<file path="src/rtl/alu_flag_stage_if.sv">
// Handshake bundle between the ALU, the flag stage and writeback.
// The ALU/writeback side uses master; the flag stage uses slave.
interface alu_flag_stage_if #(
  parameter int unsigned DATA_W = 16,
  parameter int unsigned DEST_W = 4
);
  logic              in_valid;
  logic              in_ready;
  logic [DATA_W-1:0] in_result;
  logic              in_c_out;
  logic [3:0]        in_sel;
  logic              in_a_sign;
  logic              in_b_sign;
  logic [DEST_W-1:0] in_dest;
  logic              in_flag_we;
  logic              out_valid;
  logic              out_ready;
  logic [DATA_W-1:0] out_result;
  logic [DEST_W-1:0] out_dest;
  logic [3:0]        out_flags;

  modport master (
    output in_valid, in_result, in_c_out, in_sel, in_a_sign, in_b_sign, in_dest, in_flag_we,
    output out_ready,
    input  in_ready, out_valid, out_result, out_dest, out_flags
  );

  modport slave (
    input  in_valid, in_result, in_c_out, in_sel, in_a_sign, in_b_sign, in_dest, in_flag_we,
    input  out_ready,
    output in_ready, out_valid, out_result, out_dest, out_flags
  );
endinterface

</file>
<file path="src/rtl/alu_flag_stage.sv">
// ALU execute-to-writeback stage: derives Z/N/C/V, holds the architectural flags
// and buffers up to two results in a FIFO-ordered elastic buffer.
module alu_flag_stage #(
  parameter int unsigned DATA_W = 16,
  parameter int unsigned DEST_W = 4
) (
  input  logic             clk,
  input  logic             rst_n,
  input  logic             flush,
  alu_flag_stage_if.slave  bus,
  output logic [3:0]       flags,
  output logic             carry_fb
);

  typedef enum logic [1:0] {StEmpty = 2'd0, StOne = 2'd1, StTwo = 2'd2} state_e;

  state_e            state_q, state_d;
  logic              wr_ptr_q, wr_ptr_d;
  logic              rd_ptr_q, rd_ptr_d;
  logic [DATA_W-1:0] result_q [2];
  logic [DEST_W-1:0] dest_q   [2];
  logic [3:0]        eflags_q [2];
  logic [3:0]        flags_q;
  logic              accept, pop;
  logic              z, n, c, v;
  logic              a_s, b_s;

  assign bus.in_ready  = (state_q != StTwo) && !flush;
  assign bus.out_valid = (state_q != StEmpty);
  assign accept        = bus.in_valid && bus.in_ready;
  // A pop presented during a flush is discarded along with the entries.
  assign pop           = bus.out_valid && bus.out_ready && !flush;

  assign bus.out_result = result_q[rd_ptr_q];
  assign bus.out_dest   = dest_q[rd_ptr_q];
  assign bus.out_flags  = eflags_q[rd_ptr_q];
  assign flags          = flags_q;
  assign carry_fb       = flags_q[1];

  assign a_s = bus.in_a_sign;
  assign b_s = bus.in_b_sign;

  always_comb begin
    z = (bus.in_result == '0);
    n = bus.in_result[DATA_W-1];
    c = flags_q[1];
    v = 1'b0;
    case (bus.in_sel)
      4'b0000: begin
        c = bus.in_c_out;
        v = (a_s == b_s) && (n != a_s);
      end
      4'b0001: begin
        c = bus.in_c_out;
        v = (a_s != b_s) && (n != a_s);
      end
      4'b1101: begin
        c = bus.in_c_out;
        v = (b_s != a_s) && (n != b_s);
      end
      default: ;
    endcase
  end

  always_comb begin
    state_d  = state_q;
    wr_ptr_d = wr_ptr_q ^ accept;
    rd_ptr_d = rd_ptr_q ^ pop;
    if (flush) begin
      state_d  = StEmpty;
      wr_ptr_d = 1'b0;
      rd_ptr_d = 1'b0;
    end else begin
      case (state_q)
        StEmpty: if (accept) state_d = StOne;
        StOne: begin
          if (accept && !pop)      state_d = StTwo;
          else if (pop && !accept) state_d = StEmpty;
        end
        StTwo:   if (pop) state_d = StOne;
        default: state_d = StEmpty;
      endcase
    end
  end

  always_ff @(posedge clk or negedge rst_n) begin
    if (!rst_n) begin
      state_q  <= StEmpty;
      wr_ptr_q <= 1'b0;
      rd_ptr_q <= 1'b0;
    end else begin
      state_q  <= state_d;
      wr_ptr_q <= wr_ptr_d;
      rd_ptr_q <= rd_ptr_d;
    end
  end

  // Flags commit on accept so a chained op sees the new carry next cycle.
  always_ff @(posedge clk or negedge rst_n) begin
    if (!rst_n) begin
      flags_q <= 4'b0000;
      for (int i = 0; i < 2; i++) begin
        result_q[i] <= '0;
        dest_q[i]   <= '0;
        eflags_q[i] <= 4'b0000;
      end
    end else if (accept) begin
      result_q[wr_ptr_q] <= bus.in_result;
      dest_q[wr_ptr_q]   <= bus.in_dest;
      eflags_q[wr_ptr_q] <= {z, n, c, v};
      if (bus.in_flag_we) flags_q <= {z, n, c, v};
    end
  end

endmodule

</file>
<file path="src/flat_wrapper.sv">
// flat-port wrapper written by rule: the top's interface ports become plain ports
module alu_flag_stage_flat 
#(
  parameter int unsigned DATA_W = 16,
  parameter int unsigned DEST_W = 4
)
  (clk, rst_n, flush, flags, carry_fb, bus_in_valid, bus_in_result, bus_in_c_out, bus_in_sel, bus_in_a_sign, bus_in_b_sign, bus_in_dest, bus_in_flag_we, bus_out_ready, bus_in_ready, bus_out_valid, bus_out_result, bus_out_dest, bus_out_flags);
  alu_flag_stage_if #(.DATA_W(DATA_W), .DEST_W(DEST_W)) bus_i ();
  input  logic clk;
  input  logic rst_n;
  input  logic flush;
  output logic [3:0] flags;
  output logic carry_fb;
  input wire logic [$bits(bus_i.in_valid)-1:0] bus_in_valid;
  input wire logic [$bits(bus_i.in_result)-1:0] bus_in_result;
  input wire logic [$bits(bus_i.in_c_out)-1:0] bus_in_c_out;
  input wire logic [$bits(bus_i.in_sel)-1:0] bus_in_sel;
  input wire logic [$bits(bus_i.in_a_sign)-1:0] bus_in_a_sign;
  input wire logic [$bits(bus_i.in_b_sign)-1:0] bus_in_b_sign;
  input wire logic [$bits(bus_i.in_dest)-1:0] bus_in_dest;
  input wire logic [$bits(bus_i.in_flag_we)-1:0] bus_in_flag_we;
  input wire logic [$bits(bus_i.out_ready)-1:0] bus_out_ready;
  output wire logic [$bits(bus_i.in_ready)-1:0] bus_in_ready;
  output wire logic [$bits(bus_i.out_valid)-1:0] bus_out_valid;
  output wire logic [$bits(bus_i.out_result)-1:0] bus_out_result;
  output wire logic [$bits(bus_i.out_dest)-1:0] bus_out_dest;
  output wire logic [$bits(bus_i.out_flags)-1:0] bus_out_flags;
  assign bus_i.in_valid = bus_in_valid;
  assign bus_i.in_result = bus_in_result;
  assign bus_i.in_c_out = bus_in_c_out;
  assign bus_i.in_sel = bus_in_sel;
  assign bus_i.in_a_sign = bus_in_a_sign;
  assign bus_i.in_b_sign = bus_in_b_sign;
  assign bus_i.in_dest = bus_in_dest;
  assign bus_i.in_flag_we = bus_in_flag_we;
  assign bus_i.out_ready = bus_out_ready;
  assign bus_in_ready = bus_i.in_ready;
  assign bus_out_valid = bus_i.out_valid;
  assign bus_out_result = bus_i.out_result;
  assign bus_out_dest = bus_i.out_dest;
  assign bus_out_flags = bus_i.out_flags;
  alu_flag_stage #(.DATA_W(DATA_W), .DEST_W(DEST_W)) u_core (.clk(clk), .rst_n(rst_n), .flush(flush), .bus(bus_i), .flags(flags), .carry_fb(carry_fb));
endmodule
</file>
<file path="config.mk">
export PLATFORM = sky130hd
export DESIGN_NAME = alu_flag_stage_flat
export DESIGN_NICKNAME = d
export VERILOG_FILES = /design/src/rtl/alu_flag_stage_if.sv /design/src/rtl/alu_flag_stage.sv /design/src/flat_wrapper.sv
export SDC_FILE = /design/constraint.sdc
export NUM_CORES = 1
export LEC_CHECK = 0
export CAP_MARGIN = 10
export CORE_ASPECT_RATIO = 2
export CORE_MARGIN = 5
export CORE_UTILIZATION = 35
export CTS_CLUSTER_SIZE = 8
export DETAILED_ROUTE_END_ITERATION = 16
export GPL_TIMING_DRIVEN = 0
export PLACE_DENSITY = 0.63
export SETUP_SLACK_MARGIN = 0.15
export SLEW_MARGIN = 10
export SYNTH_ARGS = -nofsm -noshare
export SYNTH_HDL_FRONTEND = slang
export SYNTH_SLANG_ARGS = --single-unit
</file>
<file path="constraint.sdc">
create_clock -name clk -period 3.3 [get_ports clk]
set_clock_uncertainty 0.2 [all_clocks]
set_input_delay 0.66 -clock clk [delete_from_list [all_inputs] [get_ports clk]]
set_output_delay 0.66 -clock clk [all_outputs]
set_load 0.02 [all_outputs]
</file>
==> results.yml, run 1 <==
status:
  status: "finished clean"
yosys:
  syn_area_um2: 2580
  synth_enable_flop_cells: 0
  synthesis.area_per_instance_um2: 13.8
  synth_sequential_area_ratio_pct: 52.3
  async_flop_share_pct: 100
  post-synth-top-area-cell: "dfrtp_1"
  synthesis.nets: 222
  post_synth_num_cell_types: 40
  netlist.area_leader.share_pct: 52.3
  ys_seq_elements: 54
  postSynth.topFlopCell: "dfrtp_1"
  synth.yosys.warnings: 0
  synth_cells: 187
  post_synth_main_area_contributors: "dfrtp_1 52%, mux2_2 29%, buf_6 1.7%, ha_1 0.97%, nor4_1 0.97%"
grt:
  groute.usage.overall_pct: 13.1
  first_global_vias: 1929
  grt.overflow.total: 0
  grt_max_degree: 35
  grt_first_pass_wirelength_mm: 9.59
  grt_antenna_before_repair: 0
detailed_routing:
  num_vias: 1726
  drtPass1Iterations: 4
  post_drt_wl_per_cell_um: 16.4
  final_antenna_net_count: 0
  total_wirelength_mm: 5.74
  drt_iter0_drc: 29
  viasPerCell: 4.95
  route.detailed.drc: 0
clock_network:
  cts-root-to-sink-buffers: 2
  cts.clk_slew.worst_paths_ns: 0.06
  cts_tree: "built"
  postCtsSetupBuffers: 0
  ctsHoldBuffers: 0
  cts_htree_levels: 2
  cts-buffers-inserted: 5
  numClockSinks: 54
  clock_latency_ns: 0.29
  clockRootBuffer: "clkbuf_16"
critical_path:
  start_kind: "primary input"
  crit_path_max_incr_delay_ns: 0.60
  crit_path_max_fanout: 7
  worstPathRequired_ns: 2.44
  critical_path.reg2reg.startpoint: "u_core.state_q[0]"
  worst_path_class_setup: "in2out"
  r2r.worst_path.cells: 6
  setup.worst_path.end_class: "output port"
  worst_r2r_endpoint: "u_core.eflags_q[3]"
  ff2ff_setup_slack_ns: 1.25
  critPathArrivalTime_ns: 2.09
  crit_slowest_cell: "clkdlybuf4s50_1"
  crit_path_cell_trace: "clkdlybuf4s50_1 > inv_1 > and2_1 > clkdlybuf4s50_1"
  critPathMostFrequentCell: "clkdlybuf4s50_1"
place:
  io_buffers: 62
  dp.final_hpwl_mm: 4.40
  placement.cell_area_um2: 3330
  globalplace.congestion: 0.726
pwr:
  power.leakage_nw: 1.43
  p_total_mw: 2.07
  ir_drop_v: 0.000224
  power.density_cell_area_nw_per_um2: 596
floorplanning:
  core_um2: 7210
  die_area_um2: 9300
  fp-row-count: 44
  die_w_um: 70.7
  die_y_um: 131
  initial_utilization_pct: 35.8
  i_o_pins: 64
sta:
  worst_pin_slew_ns: 0.537
  max_freq_ghz: 0.338
  finalSetupViolations: 0
  slew_viol_final: 0
  slew_headroom_pct: 64.0
  timing.final.crit_share_pct: 89.5
  report.final.hold_viol_count: 0
  post-route-min-period_ns: 2.95
  rsz0062_at_grt: "no"
finish:
  share_of_final_layout_standard_cells_stronger_than_drive_strength_1_pct: 35.4
  mostFrequentLayoutCells: "67 x mux2_2, 61 x clkdlybuf4s50_1, 54 x dfrtp_1"
  final_instance_area_um2: 3470
  antenna_cells: 0
  nNetsFinal: 292
  mostFrequentLayoutCell: "mux2_2"
  area.growth.synth_to_final_pct: 34.4
flow_run:
  max_cap_viol_count: 0
min_path:
  min_path_type: "in2async"
-- layer usage --
layer  GRT usage, %  wire length [µm]  vias up
met2           24.3              3170       46
met3           2.52               215       13
met5              0                 0        -
li1               -                 -      817
met1           13.9              2220      850
met4           5.65               136        0
-- per-stage QoR --
stage / setup WS (ns) / setup TNS (ns) / hold slack [ns] / utilization, % / cells
2_1_floorplan: 1.08 / 0 / 0.164 / - / 187
3_3_place_gp: -0.320 / -17.05 / 0.257 / 46.0 / 341
3_5_place_dp: 0.326 / 0 / 0.273 / 46.2 / 342
4_1_cts: 0.150 / 0 / 0.142 / 48.1 / 349
5_1_grt: 0.259 / 0 / 0.173 / 48.1 / 349
6_report: 0.345 / 0 / 0.132 / 48.1 / 349
-- worst max-delay path by stage --
stage | cells after the start | endpoint | startpoint
final | 4 | bus_in_ready | flush
after global routing | 4 | bus_in_ready | flush
after CTS | 5 | bus_out_result[15] | u_core.rd_ptr_q
after detailed placement | 4 | bus_in_ready | flush
after global placement | 1 | u_core.dest_q[7] | rst_n
after floorplan | 6 | u_core.dest_q[0] | bus_in_valid
-- what timing repair did --
item	CTS	global route
gates resized for setup	1	2
hold endpoints to repair	0	0
setup endpoints to repair	1	5
-- where the power goes --
group | internal, mW | leakage [nW] | switching (mW) | total [mW]
Clock | 0.278 | 0.0640 | 0.222 | 0.500
Sequential | 0.824 | 0.658 | 0.0755 | 0.899
Combinational | 0.387 | 0.712 | 0.281 | 0.667
-- final cells by class --
class / count / area, µm²
Timing Repair Buffer: 63 / 636
Inverter: 5 / 18.8
Buffer: 12 / 98.8
Fill cell: 679 / 3740
Clock buffer: 7 / 133
Sequential cell: 54 / 1350
Tap cell: 92 / 115
Multi-Input combinational cell: 116 / 1120
-- cells in the mapped netlist (2+ instances only) --
cell type   n
a31oi_1     3
buf_4       2
ha_1        2
nor4_1      4
nor2_1      5
and4_1      2
nand2_1     3
mux2_2     67
buf_6       4
nand3b_1    2
buf_2       4
inv_1       5
dfrtp_1    54
o31ai_1     3
a211oi_1    2
-- flip-flops by register name (all words and copies together), names as in the netlist --
register         count
u_core.result_q     30
u_core.dest_q        8
u_core.eflags_q      8
u_core.flags         4
u_core.state_q       2
u_core.rd_ptr_q      1
u_core.wr_ptr_q      1
-- worst max-delay path, delay by kind of cell --
| kind | cells | cell delay, ns |
|---|---|---|
| buffers and inverters | 3 | 1.28 |
| and+or+nand+nor | 1 | 0.16 |
-- cells by family (layout without fill, tap and decap cells) --
kind of cell | after synthesis | count (layout) | share of synthesized area [%]
buffers and inverters | 17 | 87 | 4.41
multiplexers | 68 | 68 | 29.6
AO/OA/AOI/OAI | 16 | 16 | 4.60
AND/OR/NAND/NOR | 27 | 27 | 6.49
flip-flops | 54 | 54 | 52.3
adder cells (fa/ha/maj) | 2 | 2 | 0.969
XOR/XNOR | 3 | 3 | 1.60
(Power assumes the default switching activity.)
==> inputs of run 2 (changes only) <==
--- a/config.mk
+++ b/config.mk
@@ -5,14 +5,14 @@
 export SDC_FILE = /design/constraint.sdc
 export NUM_CORES = 1
 export LEC_CHECK = 0
-export CAP_MARGIN = 10
 export CORE_ASPECT_RATIO = 2
 export CORE_MARGIN = 5
 export CORE_UTILIZATION = 35
 export CTS_CLUSTER_SIZE = 8
 export DETAILED_ROUTE_END_ITERATION = 16
+export DONT_BUFFER_PORTS = 1
 export GPL_TIMING_DRIVEN = 0
-export PLACE_DENSITY = 0.63
+export PLACE_DENSITY = 0.52
 export SETUP_SLACK_MARGIN = 0.15
 export SLEW_MARGIN = 10
 export SYNTH_ARGS = -nofsm -noshare
==> run 2 against run 1 <==
Maximum frequency rose by 7.1%. Count of clock-buffer cells in the layout unchanged. Worst setup slack better by 0.20 ns. Clock power increased by 5.6%. Hold slack got worse by 0.10 ns. Core utilization fell by 8.3 points. Global-route usage up 0.39 points. Die area unchanged. First-iteration DRC count up 21%. Non-clock buffer count decreased by 62. Sequential power increased by 2%. Sequential share of layout area grew 8.1 points.
==> results.yml, run 2 (same netlist as run 1, synthesis figures left out) <==
finish:
  final_instance_area_um2: 2870
  mostFrequentLayoutCell: "mux2_2"
  nNetsFinal: 230
  fillers: 702
  largest_register_ff_count: 30
  share_of_final_layout_standard_cells_stronger_than_drive_strength_1_pct: 46.4
  largest_regs: "u_core.result_q: 30 flops, u_core.dest_q: 8 flops, u_core.eflags_q: 8 flops"
  mostFrequentLayoutCells: "67 x mux2_2, 54 x dfrtp_1, 5 x inv_1, 5 x nor2_1, 5 x clkbuf_16"
  top_register: "u_core.result_q"
  area.growth.synth_to_final_pct: 11.2
  final_cell_count_no_fill: 288
  antenna_cells: 0
  fin_util_pct: 39.8
detailed_routing:
  num_vias: 1521
  viasPerCell: 5.28
  drtPass1Iterations: 4
  post_drt_wl_per_cell_um: 20.8
  total_wirelength_mm: 5.99
  route.detailed.drc: 0
  final_antenna_net_count: 0
  drt_iter0_drc: 35
floorplanning:
  die_area_um2: 9300
  core_um2: 7210
  initial_utilization_pct: 35.8
  die_w_um: 70.7
  die_y_um: 131
  i_o_pins: 64
  fp-row-count: 44
place:
  placement.cell_area_um2: 2700
  io_buffers: 0
  globalplace.congestion: 0.802
  dp.final_hpwl_mm: 4.57
  placedCellCount: 279
  placement.setup.worst_slack_ns: 0.831
flow_run:
  max_cap_viol_count: 0
critical_path:
  crit_path_max_fanout: 10
  cp_top_family: "buffers and inverters"
  worst_path_class_setup: "reg2out"
  ff2ff_setup_slack_ns: 1.18
  path_buf_inv: 3
  r2r.worst_path.cells: 6
  crit_slowest_cell: "mux2_2"
  critPathArrivalTime_ns: 1.90
  critical_path_cell_count: 4
  setup.worst_path.end_class: "output port"
  worstPathRequired_ns: 2.44
  critical_path.reg2reg.startpoint: "u_core.state_q[0]"
  start_kind: "flip-flop"
  crit_path_cell_trace: "clkbuf_1 > buf_2 > mux2_2 > buf_4"
  crit_path_max_incr_delay_ns: 0.45
  worst_r2r_endpoint: "u_core.result_q[13]"
sta:
  worst_slack_ns: 0.542
  slew_headroom_pct: 66.9
  post-route-min-period_ns: 2.76
  max_freq_ghz: 0.363
  rsz0062_at_grt: "no"
  totalNegativeSetupSlack_ns: 0
  report.final.hold_viol_count: 0
  worst_pin_slew_ns: 0.493
  slew_viol_final: 0
  finalSetupViolations: 0
  timing.final.crit_share_pct: 83.6
grt:
  groute.usage.overall_pct: 13.5
  grt_first_pass_wirelength_mm: 9.59
  grt_antenna_before_repair: 0
  grt_max_degree: 55
  grt.overflow.total: 0
  first_global_vias: 1747
clock_network:
  ctsResizeCount: 0
  numClockSinks: 54
  postCtsSetupBuffers: 0
  cts-root-to-sink-buffers: 2
  clockRootBuffer: "clkbuf_16"
  cts.clk_slew.worst_paths_ns: 0.07
  cts_htree_levels: 2
  clock_latency_ns: 0.29
  cts-buffers-inserted: 5
  ctsHoldBuffers: 1
  cts_tree: "built"
status:
  status: "finished clean"
min_path:
  min_path_type: "in2async"
pwr:
  power.leakage_nw: 1.20
  ir_drop_v: 0.000330
  power.density_cell_area_nw_per_um2: 664
-- run 2: how the worst max path moves through the flow --
stage	slack [ns]	startpoint	endpoint
floorplan	1.08	bus_in_valid	u_core.dest_q[0]
global placement	0.81	u_core.rd_ptr_q	bus_out_result[15]
detailed placement	0.83	bus_in_valid	u_core.result_q[13]
CTS	0.49	u_core.rd_ptr_q	bus_out_result[15]
global route	0.45	u_core.rd_ptr_q	bus_out_result[15]
finish	0.54	u_core.rd_ptr_q	bus_out_result[15]
-- run 2: layout make-up --
class | instances | area (µm²) | area share (%)
plain buffers | 12 | 95.1 | 3.31
inverters | 5 | 18.8 | 0.653
well taps | 92 | 115 | 4.01
repair buffers | 1 | 27.5 | 0.958
clock buffers | 7 | 143 | 4.97
clock inverters | 1 | 5.00 | 0.174
multi-input cells | 116 | 1120 | 38.9
flip-flops and latches | 54 | 1350 | 47.0
-- run 2: worst reg2reg max path: stages (launching register included) --
cell      delay, ns
dfrtp_1        0.41
nand2b_2       0.22
and3_1         0.21
ha_1           0.17
buf_6          0.13
buf_2          0.29
mux2_2         0.38
-- run 2: stage by stage --
step                total power [mW]  hold WS (ns)
floorplan                       1.30         0.164
global placement                1.36         0.166
detailed placement              1.39         0.167
CTS                             1.94        0.0338
global route                    2.01        0.0387
finish                          1.91        0.0270
-- run 2: report_power, final --
| part | switching (mW) | leakage (nW) | internal (mW) |
|---|---|---|---|
| clock network | 0.227 | 0.0739 | 0.301 |
| registers | 0.0901 | 0.658 | 0.824 |
| logic | 0.245 | 0.472 | 0.221 |
-- run 2: routing by layer --
metal / track usage [%] / vias up / part of all wire (%)
met2: 25.7 / 51 / 58
li1: - / 693 / -
met5: 0 / - / 0
met4: 5.02 / 0 / 1.7
met1: 12.8 / 771 / 33
met3: 4.66 / 6 / 7.1
